File: src/rtl/wrr_arbiter.sv
// Weighted round-robin arbiter: a winner holds a registered one-hot grant for up to
// max(weight,1) acknowledged transfers, then ownership rotates with no idle bubble.
module wrr_arbiter #(
    parameter  int N   = 5,
    parameter  int W   = 4,
    localparam int IDW = $clog2(N)
) (
    input  logic           clk,
    input  logic           rst_n,
    input  logic [N-1:0]   req,
    input  logic [N*W-1:0] weight,
    input  logic           ack,
    output logic [N-1:0]   grant,
    output logic           grant_valid,
    output logic [IDW-1:0] grant_id
);

    typedef enum logic {IDLE, GRANT} state_t;

    state_t         state_reg;
    logic [IDW-1:0] pointer_reg;
    logic [W-1:0]   credit_reg;
    logic [N-1:0]   grant_reg;
    logic [IDW-1:0] grant_id_reg;
    logic           grant_valid_reg;

    logic [W-1:0]   w_arr [N];
    logic [IDW-1:0] next_ptr;
    logic [IDW-1:0] search_start;
    logic           release_now;
    logic           win_found;
    logic [IDW-1:0] win_id;
    logic [W-1:0]   win_weight;
    logic [W-1:0]   win_credit;
    logic [N-1:0]   win_onehot;

    generate
        for (genvar gi = 0; gi < N; gi++) begin : g_weight
            assign w_arr[gi] = weight[gi*W +: W];
        end
    endgenerate

    assign next_ptr     = (grant_id_reg == IDW'(N-1)) ? '0 : grant_id_reg + 1'b1;
    // While a grant is held the search only matters on release, which starts past the owner.
    assign search_start = (state_reg == GRANT) ? next_ptr : pointer_reg;
    assign release_now  = (state_reg == GRANT) &&
                          (!req[grant_id_reg] || (ack && credit_reg == W'(1)));

    always_comb begin
        int idx;
        idx       = 0;
        win_found = 1'b0;
        win_id    = '0;
        // Scan farthest-first so the nearest requester from search_start is written last.
        for (int k = N-1; k >= 0; k--) begin
            idx = int'(search_start) + k;
            if (idx >= N) idx = idx - N;
            if (req[idx[IDW-1:0]]) begin
                win_found = 1'b1;
                win_id    = idx[IDW-1:0];
            end
        end
    end

    assign win_weight = w_arr[win_id];
    assign win_credit = (win_weight == '0) ? W'(1) : win_weight;
    assign win_onehot = {{(N-1){1'b0}}, 1'b1} << win_id;

    always_ff @(posedge clk or negedge rst_n) begin
        if (!rst_n) begin
            state_reg       <= IDLE;
            pointer_reg     <= '0;
            credit_reg      <= '0;
            grant_reg       <= '0;
            grant_id_reg    <= '0;
            grant_valid_reg <= 1'b0;
        end else begin
            case (state_reg)
                IDLE: begin
                    if (win_found) begin
                        state_reg       <= GRANT;
                        grant_reg       <= win_onehot;
                        grant_id_reg    <= win_id;
                        grant_valid_reg <= 1'b1;
                        credit_reg      <= win_credit;
                    end
                end
                GRANT: begin
                    if (release_now) begin
                        pointer_reg <= next_ptr;
                        if (win_found) begin
                            grant_reg    <= win_onehot;
                            grant_id_reg <= win_id;
                            credit_reg   <= win_credit;
                        end else begin
                            state_reg       <= IDLE;
                            grant_reg       <= '0;
                            grant_id_reg    <= '0;
                            grant_valid_reg <= 1'b0;
                            credit_reg      <= '0;
                        end
                    end else if (ack) begin
                        credit_reg <= credit_reg - 1'b1;
                    end
                end
                default: state_reg <= IDLE;
            endcase
        end
    end

    assign grant       = grant_reg;
    assign grant_valid = grant_valid_reg;
    assign grant_id    = grant_id_reg;

endmodule

File: config.mk
export PLATFORM = sky130hd
export DESIGN_NAME = wrr_arbiter
export DESIGN_NICKNAME = d
export VERILOG_FILES = /design/src/rtl/wrr_arbiter.sv
export SDC_FILE = /design/constraint.sdc
export NUM_CORES = 1
export LEC_CHECK = 0
export ABC_CLOCK_PERIOD_IN_PS = 4780
export BUFFER_PORTS_ARGS = -buffer_cell sky130_fd_sc_hd__buf_2
export CAP_MARGIN = 20
export CORE_MARGIN = 2
export CORE_UTILIZATION = 47
export CTS_BUF_LIST = sky130_fd_sc_hd__clkbuf_16
export CTS_CLUSTER_SIZE = 24
export DETAILED_ROUTE_END_ITERATION = 8
export GPL_ROUTABILITY_DRIVEN = 0
export PLACE_DENSITY = 0.81
export SLEW_MARGIN = 20
export SYNTH_ARGS = -nofsm -noshare
export SYNTH_HDL_FRONTEND = slang
export SYNTH_SLANG_ARGS = --single-unit
File: constraint.sdc
create_clock -name clk -period 4.78 [get_ports clk]
set_clock_uncertainty 0.2 [all_clocks]
set_input_delay 0 -clock clk [delete_from_list [all_inputs] [get_ports clk]]
set_output_delay 0 -clock clk [all_outputs]
set_load 0.01 [all_outputs]
==> results.ini, run 1 <==
[cts]
cts_tree=yes
clkTransAtPathRegs_ps=50
clkLatencyLatePin_ps=250
clock_path_buffers=2
numCtsBuffers=3
cts.sinks=17
root_buffer=clkbuf_16
cts.htree.levels=1

[floorplan]
rows=25
die_area_mm2=0.00563
fp.coreArea_mm2=0.00479
die_x_um=75.0
fp.dieH_um=75.0
start_util_pct=49.6
io_pins=37

[synth]
synth_top_family_by_area=compound AO/OA/AOI/OAI gates
yosysSeqAreaShare_pct=17.9
synth_xor_xnor_area_share_pct=0.369
synthCells=279
synth-adder-area-share_pct=7.17
avgSynthCellArea_um2=8.50
synth_seq_cells=17
synth.distinct_cells=68
muxShareOfSynthArea_pct=18.4
yosys_most_used_dff=dfrtp_1
synth-simple-area-share_pct=23.9
ys.warnings.count=0
syn_area_mm2=0.00237
syn-num-nets=320
async_flop_share_pct=100
synth_edf_count=0
synth-compound-area-share_pct=27.5

[final_layout]
synthToLayoutAreaGrowth_pct=35.0
fin_area_mm2=0.00320
largest_register_ffs=5
nets=391
drive_gt1_share_pct=40.7
multiInputGateArea_mm2=0.00204
stdcell_count=416
nFillCells=400
n_antenna_cell=0
register_area_um2=427

[worst_setup_path]
path_common_cell=buf_4
r2r_slack_ps=140
reg2regPathDepth=20
worst-path-max-fanout=5
end_kind=flip-flop
cp-endpoint=credit_reg[1]
r2r_start=grant_id[1]
crit_buf_inv=4
worst-endpoint-required_ps=4720
path_cells=inv_2 > ha_4 > nor3b_4 > o31ai_4 > buf_4 > buf_4 > fa_2 > a21boi_2 > or2_2 > mux2i_1 > a222oi_1 > buf_4 > o21ai_4 > nor4b_4 > nor3_2 > o31ai_2 > or2b_1 > a21oi_2 > o22ai_1 > mux2_2
cpPeakStageDelay_ps=430
critPathLaunchType=flip-flop
cp_slowest_cell=dfrtp_1
crit_type=flip-flop to flip-flop
r2r_end=credit_reg[1]
cp_top_family=simple AND/OR/NAND/NOR gates
path_depth=20
cp.arrival_ps=4580
cp-startpoint=grant_id[1]

[worst_hold_path]
holdCritPathClass=primary input to asynchronous set/reset pin

[timing]
period_minus_slack_ps=4640
period_share_pct=97.1
setup_viol=0
clock.fmax_mhz=215
worst_slew_pin_slew_ps=508
maxSlewHeadroom_pct=65.2
hold_ws_ps=-4.99
hold_violations=18
slew_violations=0

[routing]
via_count=2476
wl_per_cell_um=16.4
ant_nets=0
drt_pass1_iterations=4
via_per_inst=5.95
first_iter_violations=198
route.detailed.drc=0
routed_wl_um=6830

[global_route]
track_usage_pct=24.6
grt_first_pass_wirelength_um=10800
antenna_found_initial=0
grt_max_degree=18
grt-ovfl-total=0
grt_pass1_vias=2402

[placement]
place_inst=393
place_area_mm2=0.00279
numPortBuffers=36
hpwl_um=4940

[flow_run]
maxCapViolCount=0

[run_status]
violations=negative hold slack
status=complete, but fails checks

==> through the flow <==
| stage | util [%] | setup slack (ps) | TNS (ps) |
|---|---|---|---|
| global route | 66.9 | -29.9 | -29.9 |
| global placement | 58.2 | 62.6 | 0 |
| CTS | 61.6 | 5.80 | 0 |
| detailed placement | 58.2 | -83.5 | -83.5 |
| floorplan | - | 9.87 | 0 |
| finish | 66.9 | 138 | 0 |
==> layout make-up <==
cell class	count	area share (%)
flip-flops and latches	17	13.3
well taps	67	2.62
clock inverters	1	0.234
inverters	14	1.88
clock buffers	3	2.34
multi-input cells	236	63.6
repair buffers	78	16.1
==> how the worst min path moves through the flow <==
stage                     from            end  slack [ps]  cells past startpoint
global placement         rst_n  credit_reg[2]        -270                      1
finish                   rst_n  credit_reg[2]          -5                      2
global route        weight[17]  credit_reg[0]          30                      5
detailed placement       rst_n  credit_reg[0]        -260                      1
floorplan                rst_n  credit_reg[0]        -500                      0
CTS                      rst_n       grant[0]           3                      2
==> cell usage in the layout, fill, tap and decap left out, types with 3 or more instances in the layout <==
master and n:
buf_2 36, buf_4 35, mux2i_1 23, nand2_1 22
nor2_1 16, dfrtp_1 16, a21oi_1 14, nand3_1 11
o21ai_0 9, nand2b_1 9, inv_1 8, mux2_2 8
nor2b_1 7, o211ai_1 6, a21o_1 6, dlygate4sd3_1 6
ha_4 5, ha_2 5, and2_1 4, nor3_1 4
mux2i_2 4, o211a_1 4, o22ai_1 4, a22o_1 4
inv_2 3, or2_2 3, inv_4 3, a211oi_1 3
nand3b_1 3, nand4_1 3, clkbuf_16 3
==> synth_stat cells (3+ instances only) <==
master / count / area (µm²)
dfrtp_1: 17 / 425
inv_2: 3 / 11.3
a21oi_1: 16 / 80.1
buf_2: 5 / 25.0
o22ai_1: 4 / 25.0
mux2_2: 9 / 101
o211a_1: 4 / 40.0
o31ai_1: 3 / 22.5
or2_2: 3 / 18.8
nand3_1: 12 / 60.1
o21ai_0: 10 / 50.1
nor3_1: 5 / 25.0
nor2b_1: 8 / 50.1
inv_1: 10 / 37.5
nand2b_1: 9 / 56.3
and2_1: 4 / 25.0
ha_1: 12 / 150
nor2_1: 16 / 60.1
o211ai_1: 6 / 45.0
a21o_1: 6 / 45.0
nand4_1: 3 / 18.8
clkbuf_1: 5 / 18.8
mux2i_1: 26 / 260
nand3b_1: 3 / 22.5
a22o_1: 4 / 35.0
nand2_1: 22 / 82.6
a211oi_1: 5 / 37.5
==> timing repair <==
item | in CTS | in global routing
endpoints found under the setup margin | 1 | 12
pin swaps | 0 | 12
buffers inserted | 2 | 11
gates resized for setup | 1 | 36
hold buffers | 6 | 0
hold endpoints to repair | 20 | 0
==> kinds of logic (layout without fill, tap and decap cells) <==
logic type / after synthesis / after routing
AO/OA/AOI/OAI: 82 / 82
AND/OR/NAND/NOR: 101 / 101
flip-flops: 17 / 17
XOR/XNOR: 1 / 1
adder cells (fa/ha/maj): 13 / 13
multiplexers: 39 / 39
buffers and inverters: 26 / 96
==> metal layers <==
layer  GRT usage, %  share of wire, %  vias up
met2           45.1                51       78
li1               -                 -     1190
met4           8.13               2.7        0
met1           30.6                42     1189
met5              0                 0        -
met3           1.47               3.9       19
Power of run 1 is not shown: default switching activity piles up to over one toggle a cycle in this logic, so the estimate is an artifact.
==> run 2, diff against run 1 <==
CORE_UTILIZATION = 23   (was 47)
PLACE_DENSITY = 0.5   (was 0.81)
==> run 2 against run 1 <==
- the flow now finishes without violations
- first-iteration DRC count down 56%
- worst setup slack better by 88 ps
- sequential cell count unchanged
- sequential share of layout area down 0.28 points
- critical path type unchanged
==> results.ini, run 2 (same netlist as run 1, synthesis figures left out) <==
[cts]
cts.htree.levels=1  ; unchanged
numCtsBuffers=3  ; unchanged
cts.sinks=17  ; unchanged
cts_tree=yes  ; unchanged
root_buffer=clkbuf_16  ; unchanged
clkTransAtPathRegs_ps=50  ; about the same
clkLatencyLatePin_ps=250  ; about the same
clock_path_buffers=2  ; unchanged

[routing]
routed_wl_um=7290  ; was 6830 µm
via_per_inst=4.95  ; was 5.95
ant_nets=0  ; unchanged
drt_pass1_iterations=5  ; was 4
first_iter_violations=87  ; was 198
wl_per_cell_um=15.0  ; was 16.4 µm
route.detailed.drc=0  ; unchanged
via_count=2413  ; was 2,476

[floorplan]
die_x_um=106  ; was 75.0 µm
fp.dieH_um=106  ; was 75.0 µm
fp.coreArea_mm2=0.0102  ; was 0.00479 mm²
start_util_pct=23.3  ; was 49.6%
io_pins=37  ; unchanged
rows=37  ; was 25
die_area_mm2=0.0111  ; was 0.00563 mm²

[timing]
slew_violations=0  ; unchanged
setup_viol=0  ; unchanged
finalSetupTns_ps=0  ; unchanged
period_share_pct=95.3  ; was 97.1%
maxSlewHeadroom_pct=57.3  ; was 65.2%
hold_violations=0  ; was 18
setup_slack_ps=226  ; was 138 ps
worst_slew_pin_slew_ps=635  ; was 508 ps
period_minus_slack_ps=4550  ; was 4640 ps
clock.fmax_mhz=220  ; was 215 MHz

[worst_setup_path]
reg2regPathDepth=19  ; was 20
crit_type=flip-flop to flip-flop  ; unchanged
critPathLaunchType=flip-flop  ; unchanged
r2r_start=grant_id[1]  ; unchanged
cp.arrival_ps=4480  ; was 4580 ps
r2r_slack_ps=230  ; was 140 ps
worst-path-max-fanout=5  ; unchanged
r2r_end=credit_reg[1]  ; unchanged
end_kind=flip-flop  ; unchanged
worst-endpoint-required_ps=4710  ; was 4720 ps

[worst_hold_path]
hold_end=credit_reg[0]
hold_depth=6
hp-start=weight[9]
holdCritPathClass=primary input to flip-flop  ; was primary input to asynchronous set/reset pin

[placement]
numPortBuffers=36  ; unchanged
hpwl_um=5470  ; was 4940 µm
pre_cts_ws_ps=-6.63  ; was -83.5 ps
place_inst=464  ; was 393

[final_layout]
nFillCells=1110  ; was 400
fin_util_pct=32.2  ; was 66.9%
layout_common_cells=39 x buf_4, 36 x buf_2, 22 x nand2_1, 22 x mux2i_1, 16 x nor2_1  ; was 36 x buf_2, 35 x buf_4, 23 x mux2i_1
largest_register_ffs=5  ; unchanged
stdcell_count=487  ; was 416
n_antenna_cell=0  ; unchanged
nets=393  ; was 391
synthToLayoutAreaGrowth_pct=38.3  ; was 35.0%
layout_commonest_cell=buf_4  ; was buf_2
drive_gt1_share_pct=41.9  ; was 40.7%

[global_route]
grt_first_pass_wirelength_um=12200  ; was 10,800 µm
track_usage_pct=13.2  ; was 24.6%
grt_max_degree=20  ; was 18
grt-ovfl-total=0  ; unchanged
grt_pass1_vias=2469  ; was 2,402
antenna_found_initial=0  ; unchanged

[run_status]
status=finished, final reports clean  ; was complete, but fails checks

[flow_run]
maxCapViolCount=0  ; unchanged

-- run 2: cell count changes in the layout (fill, tap and decap cells not counted), sizes merged --
cell | before | now
clkinvlp | 1 | 0
buf | 72 | 77
inv | 14 | 15
dlygate4sd3 | 6 | 3
-- run 2: worst max-delay path by stage --
stage,cells past startpoint,startpoint,end
2_1_floorplan,21,grant_id[0],credit_reg[1]
3_3_place_gp,18,grant_id[0],credit_reg[3]
3_5_place_dp,17,grant_id[0],credit_reg[1]
4_1_cts,18,grant_id[1],credit_reg[1]
5_1_grt,20,grant_id[1],credit_reg[1]
6_report,19,grant_id[1],credit_reg[1]
-- run 2: layout make-up --
type	instances	area [µm²]	area share [%]
Timing Repair Buffer	80	534	16.3
Tap cell	136	170	5.18
Inverter	14	57.6	1.75
Multi-Input combinational cell	236	2010	61.3
Sequential cell	17	428	13.0
Clock inverter	1	3.75	0.114
Clock buffer	3	75.1	2.29
-- run 2: routing by layer --
metal,up-vias,part of all wire (%),track usage [%]
li1,1188,-,-
met2,54,51,23.0
met3,4,3.8,1.11
met1,1167,45,17.3
met5,-,0,0
met4,0,0.55,3.67
-- run 2: what timing repair did --
action,4_1_cts,5_1_grt
resized for setup,6,32
pin swaps,7,16
hold buffers,3,0
setup endpoints to repair,1,12
buffers inserted,8,8
hold endpoints to repair,19,0
-- run 2: worst max-delay path, stage by stage, from the launching register on --
cell	delay (ps)
dfrtp_2	450
inv_2	100
ha_4	200
mux2_4	290
inv_4	70
ha_2	170
ha_1	240
a21o_1	240
a21oi_2	150
mux2i_2	300
buf_4	170
mux2i_2	220
a211oi_2	140
a2111oi_4	390
nor3_1	110
o31ai_2	230
or2b_1	270
a21oi_2	140
o22ai_1	80
mux2_4	260
-- run 2: through the flow --
| step | hold slack (ps) | instance area (µm²) |
|---|---|---|
| 2_1_floorplan | -496 | 2410 |
| 3_3_place_gp | -260 | 2900 |
| 3_5_place_dp | -248 | 2900 |
| 4_1_cts | 1.49 | 3090 |
| 5_1_grt | 26.3 | 3280 |
| 6_report | 1.99 | 3280 |
Power of run 2 is left out for the same reason.
